$ cat config.mk
export PLATFORM = sky130hd
export DESIGN_NAME = ibex_simd_mul_seq
export DESIGN_NICKNAME = d
export VERILOG_FILES = /design/src/rtl/ibex_simd_mul_seq.sv
export SDC_FILE = /design/constraint.sdc
export NUM_CORES = 1
export LEC_CHECK = 0
export BUFFER_PORTS_ARGS = -buffer_cell sky130_fd_sc_hd__buf_2
export CAP_MARGIN = 20
export CORE_AREA = 2 2 133 135
export DETAILED_ROUTE_END_ITERATION = 7
export DIE_AREA = 0 0 135 137
export PLACE_DENSITY = 0.69
export SLEW_MARGIN = 10
export SYNTH_ARGS = -nofsm -noshare
export SYNTH_HDL_FRONTEND = slang
export SYNTH_SLANG_ARGS = --single-unit
$ cat constraint.sdc
create_clock -name clk_i -period 5.55 [get_ports clk_i]
set_input_delay 0.555 -clock clk_i [delete_from_list [all_inputs] [get_ports clk_i]]
set_output_delay 0.555 -clock clk_i [all_outputs]
set_load 0.01 [all_outputs]
$ cat src/rtl/ibex_simd_mul_seq.sv
// ibex_simd_mul_seq: steps packed-SIMD lanes through one shared external
// 17x17 signed multiplier. Each product is folded into imd_val[0]. The result
// is then handed to ID with a valid/ready handshake.
// Optional feature macro: IBEX_SIMD_MUL_SAT_EN. When it is defined, signed
// DOT16 results are clamped to the 32-bit signed range and the clamp is
// reported on sat_o.
module ibex_simd_mul_seq (
  input  logic        clk_i,
  input  logic        rst_ni,
  input  logic        en_i,
  input  logic [1:0]  op_i,
  input  logic        signed_i,
  input  logic [31:0] operand_a_i,
  input  logic [31:0] operand_b_i,
  input  logic [31:0] operand_rd_i,
  input  logic        ready_id_i,
  output logic [16:0] mul_op_a_o,
  output logic [16:0] mul_op_b_o,
  input  logic [33:0] mul_res_i,
  input  logic [33:0] imd_val_q_i [2],
  output logic [33:0] imd_val_d_o [2],
  output logic [1:0]  imd_val_we_o,
  output logic [31:0] result_o,
  output logic        valid_o,
  output logic        sat_o
);

  typedef enum logic [1:0] {IDLE, CALC, FINISH} state_e;

  state_e      state_q, state_d;
  logic [1:0]  cnt_q, cnt_d;

  logic        is_dot8, is_mulh, last_lane;
  logic        we0, valid_int, drive_ops;
  logic [31:0] result_int;

  // Op 11 is not decoded, so it falls through to the DOT16 behaviour.
  assign is_dot8   = (op_i == 2'b01);
  assign is_mulh   = (op_i == 2'b10);
  assign last_lane = is_dot8 ? (cnt_q == 2'd3) : (cnt_q == 2'd1);

  // Lane slices, extended to 17 bits. In the unsigned case the top bit is
  // zero, so the signed multiplier still yields the unsigned product.
  logic [16:0] lane16_a [2];
  logic [16:0] lane16_b [2];
  logic [16:0] lane8_a  [4];
  logic [16:0] lane8_b  [4];

  for (genvar gi = 0; gi < 2; gi++) begin : g_lane16
    assign lane16_a[gi] = {signed_i & operand_a_i[16*gi+15], operand_a_i[16*gi +: 16]};
    assign lane16_b[gi] = {signed_i & operand_b_i[16*gi+15], operand_b_i[16*gi +: 16]};
  end

  for (genvar gi = 0; gi < 4; gi++) begin : g_lane8
    assign lane8_a[gi] = {{9{signed_i & operand_a_i[8*gi+7]}}, operand_a_i[8*gi +: 8]};
    assign lane8_b[gi] = {{9{signed_i & operand_b_i[8*gi+7]}}, operand_b_i[8*gi +: 8]};
  end

  logic [16:0] lane_a, lane_b;
  assign lane_a = is_dot8 ? lane8_a[cnt_q] : lane16_a[cnt_q[0]];
  assign lane_b = is_dot8 ? lane8_b[cnt_q] : lane16_b[cnt_q[0]];

  // Lane 0 is always issued from IDLE, so it seeds the sum from rd.
  // Every later lane continues from the running sum held in imd_val[0].
  logic [33:0] acc_base, dot_sum, mulh_val, lane_wdata;
  assign acc_base = (state_q == IDLE) ? {{2{operand_rd_i[31]}}, operand_rd_i}
                                      : imd_val_q_i[0];
  assign dot_sum  = acc_base + mul_res_i;

  // MULH16 replaces the high half of the lane product in its own 16-bit
  // slot and keeps the rest of imd_val[0].
  always_comb begin
    mulh_val = imd_val_q_i[0];
    if (cnt_q[0]) begin
      mulh_val[31:16] = mul_res_i[31:16];
    end else begin
      mulh_val[15:0]  = mul_res_i[31:16];
    end
  end

`ifdef IBEX_SIMD_MUL_SAT_EN
  logic        sat_q, sat_d, sat_hit;
  logic [33:0] sat_clamp;

  // The sum is out of the 32-bit signed range when bits 33:31 disagree.
  assign sat_hit   = signed_i & ~is_dot8 & ~is_mulh & (state_q == CALC) & last_lane &
                     (dot_sum[33:31] != 3'b000) & (dot_sum[33:31] != 3'b111);
  assign sat_clamp = dot_sum[33] ? 34'h3_8000_0000 : 34'h0_7FFF_FFFF;
  assign lane_wdata = is_mulh ? mulh_val : (sat_hit ? sat_clamp : dot_sum);

  // The saturation flag is set when the last lane clamps and is cleared on
  // IDLE or on a kill.
  always_comb begin
    sat_d = sat_q;
    case (state_q)
      IDLE: sat_d = 1'b0;
      CALC: begin
        if (!en_i) begin
          sat_d = 1'b0;
        end else if (sat_hit) begin
          sat_d = 1'b1;
        end
      end
      default: sat_d = sat_q;
    endcase
  end

  // Saturation flag register
  always_ff @(posedge clk_i) begin
    if (!rst_ni) begin
      sat_q <= 1'b0;
    end else begin
      sat_q <= sat_d;
    end
  end

  assign sat_o = sat_q & valid_int;
`else
  assign lane_wdata = is_mulh ? mulh_val : dot_sum;
  assign sat_o      = 1'b0;
`endif

  // Sequencer next state and outputs. Reset forces all outputs to zero.
  always_comb begin
    state_d    = state_q;
    cnt_d      = cnt_q;
    we0        = 1'b0;
    valid_int  = 1'b0;
    result_int = 32'h0;
    drive_ops  = 1'b0;
    unique case (state_q)
      IDLE: begin
        if (en_i) begin
          drive_ops = 1'b1;
          we0       = 1'b1;
          cnt_d     = 2'd1;
          state_d   = CALC;
        end
      end
      CALC: begin
        drive_ops = 1'b1;
        if (!en_i) begin
          state_d = IDLE;
          cnt_d   = 2'd0;
        end else begin
          we0   = 1'b1;
          cnt_d = cnt_q + 2'd1;
          if (last_lane) begin
            state_d = FINISH;
          end
        end
      end
      FINISH: begin
        if (!en_i) begin
          state_d = IDLE;
          cnt_d   = 2'd0;
        end else begin
          valid_int  = 1'b1;
          result_int = imd_val_q_i[0][31:0];
          if (ready_id_i) begin
            state_d = IDLE;
            cnt_d   = 2'd0;
          end
        end
      end
      default: begin
        state_d = IDLE;
        cnt_d   = 2'd0;
      end
    endcase
    if (!rst_ni) begin
      we0        = 1'b0;
      valid_int  = 1'b0;
      result_int = 32'h0;
      drive_ops  = 1'b0;
    end
  end

  // State and lane counter registers
  always_ff @(posedge clk_i) begin
    if (!rst_ni) begin
      state_q <= IDLE;
      cnt_q   <= 2'd0;
    end else begin
      state_q <= state_d;
      cnt_q   <= cnt_d;
    end
  end

  assign mul_op_a_o     = drive_ops ? lane_a : 17'h0;
  assign mul_op_b_o     = drive_ops ? lane_b : 17'h0;
  assign imd_val_d_o[0] = lane_wdata;
  assign imd_val_d_o[1] = imd_val_q_i[1];
  assign imd_val_we_o   = {1'b0, we0};
  assign result_o       = result_int;
  assign valid_o        = valid_int;

endmodule

==> qor.csv <==
metric;value;unit
status;finished clean;
antenna_found_initial;3;
fin_crit_sh;86.5;%
synth_most_common_cell;a21oi_1;
setup-tns-final;0;ns
clock_path_buffers;2;
gp_congestion;0.899;
cp_cell_sequence;nor2_4 > buf_4 > mux2_2 > ha_1 > and3_1 > and3_1 > nand2_1 > o311ai_4 > o41ai_4 > a21oi_1 > or3_1 > a31o_1 > buf_2;
final-seq-area;83.8;µm²
coreArea;0.0171;mm²
dp_cells;1112;
syn-cell-area;0.00479;mm²
slowest_delay;0.62;ns
post_cts_buffers;0;
grt_pass1_vias;5587;
ys_warn_count;0;
setup_viol;0;
clock_skew;0.00553;ns
critPathArrivalTime;4.24;ns
hold_path_class;in2reg;
synth_area_leader_cell;mux2i_1;
required;4.99;ns
die_h;137;µm
synth_edf_count;0;
multi_input_area;0.00420;mm²
cts.reportedPaths.clkPinSlew;0.04;ns
root_buffer;clkbuf_16;
cpMostUsedCell;and3_1;
synthFlopType;dfxtp_1;
drc;0;
port_buffers;272;
met2_usage;39.5;%
power;0.899;mW
top_usage_layer;met2;
synthSimpleGateAreaFrac;24.0;%
rsz0062_at_grt;false;
met3_usage;4.41;%
synth-async-reset-ratio;0;%
vias;5833;
placed_area;0.00603;mm²
clock-sinks;4;
cts_buffers;3;
power_density;147;mW/mm²
synth_top_cell_area_share;14.0;%
wl_per_cell;18.3;µm
max_freq;208;MHz
worst_pin_slew;0.823;ns
hold_viol;0;
peakVddDrop;0.0000833;V
postCtsHoldBufs;0;
cts-resized-gates;0;
path_delay_family;simple AND/OR/NAND/NOR gates;
h-tree-depth;1;
worstSetupStartpointType;flop;
final_cell_area;0.00613;mm²
drtIter0Drc;268;
viasPerCell;5.21;
tritoncts;built;
synth_mux_area_share;22.7;%
yosysSeqAreaShare;1.67;%
first_pass_iters;5;
slew_violations;0;
drive_above_1_share;38.5;%
die_w;135;µm
pin_count;343;
grtUsageMet1;23.5;%
antenna_left;0;
synth_area_leaders;mux2i_1 14%, a21oi_1 8.8%, mux2_2 8.7%;
grt_pass1_wl;30600;µm
fp.dieArea;0.0185;mm²
path_max_fanout;23;
nets;1132;
p_leak;3.07;nW
slew_headroom;45.2;%
grt_start_max_net_pins;58;
synth_cells;691;
drv_cap;0;
routed_wirelength;20500;µm
yosysUniqueCellTypes;62;
grt_use_total;20.9;%
slowest_stage;nor2_4;
final_cells;1119;
num_rows;48;
synth_top_family_by_area;compound AO/OA/AOI/OAI gates;
start_util;28.1;%
layout_min_cycle_time;4.80;ns
synth_compound_area_share;27.0;%
ys_ff_latch;4;
fillers;1870;
worst-setup-path-type;reg2out;
synthXorXnorAreaFrac;4.58;%
clock_latency;0.23;ns
syn_area_per_cell;6.93;µm²
synthAdderAreaFrac;9.05;%
crit_buf_inv;2;
syn2layout_area_growth;28.1;%
synthTopCellsByCount;84 x a21oi_1, 69 x nor2_1, 67 x mux2i_1;
final_util;35.9;%
worstSetupEndpointType;output pin;
grt_overflow;0;
dp_hpwl;17000;µm
[through the flow]
step | hold slack (ns) | worst slack (ns)
floorplan | 0.630 | 1.45
global placement | 0.623 | 0.966
detailed placement | 0.640 | 0.944
CTS | 0.583 | 0.678
global route | 0.601 | 0.435
finish | 0.594 | 0.750
[registers in the layout, summed over array words and instances, names as in the netlist]
name	count
cnt_q	2
state_q	2
[power breakdown]
group | leakage, nW | total (mW) | internal (mW) | switching [mW]
Clock | 0.0382 | 0.119 | 0.0952 | 0.0242
Combinational | 3.00 | 0.736 | 0.322 | 0.414
Sequential | 0.0334 | 0.0433 | 0.0303 | 0.0130
Total | 3.07 | 0.899 | 0.447 | 0.451
[final timing paths]
path               from              end  cells past startpoint  slack (ns)
min              rst_ni         cnt_q[1]                      2        0.59
min reg2reg  state_q[1]       state_q[0]                      1        0.65
max          state_q[1]  imd_val_d_o[62]                     13        0.75
max reg2reg    cnt_q[0]         cnt_q[1]                      4        3.38
[layout by cell type (no fill, tap or decap), types with 14 or more instances in the layout]
master,netlist,layout
buf_2,4,272
a21oi_1,84,84
mux2i_1,67,67
nor2_1,69,66
nand2_1,40,40
mux2_2,37,37
and2_1,35,35
ha_1,33,33
o21ai_0,26,26
a211oi_1,23,23
xnor2_1,18,18
nand3_1,14,14
[metal layers]
layer  routed length, µm  vias to the layer above
met1                8120                     2654
li1                    -                     2887
met2               10200                      236
met5                  16                        -
met3                1530                       54
met4                 569                        2
[logic make-up after synthesis]
| kind of cell | after synthesis |
|---|---|
| and+or+nand+nor | 226 |
| other | 1 |
| buffers and inverters | 97 |
| muxes | 104 |
| AOI/OAI and AO/OA | 200 |
| adders and majority gates | 34 |
| DFF | 4 |
| xor gates and xnor gates | 25 |
[worst reg2reg max path: cells and delay by family (launching register included)]
family,cells,cell delay [ns]
buffers and inverters,1,0.76
flip-flops,1,0.76
AO/OA/AOI/OAI,3,0.58
[cell type report]
| class | count | area share, % |
|---|---|---|
| inverters | 13 | 0.796 |
| flip-flops and latches | 4 | 1.37 |
| repair buffers | 280 | 23.3 |
| diodes | 2 | 0.0816 |
| clock buffers | 4 | 1.29 |
| well taps | 225 | 4.59 |
| multi-input cells | 591 | 68.6 |
Note: power is estimated with default switching activity, not from simulation.
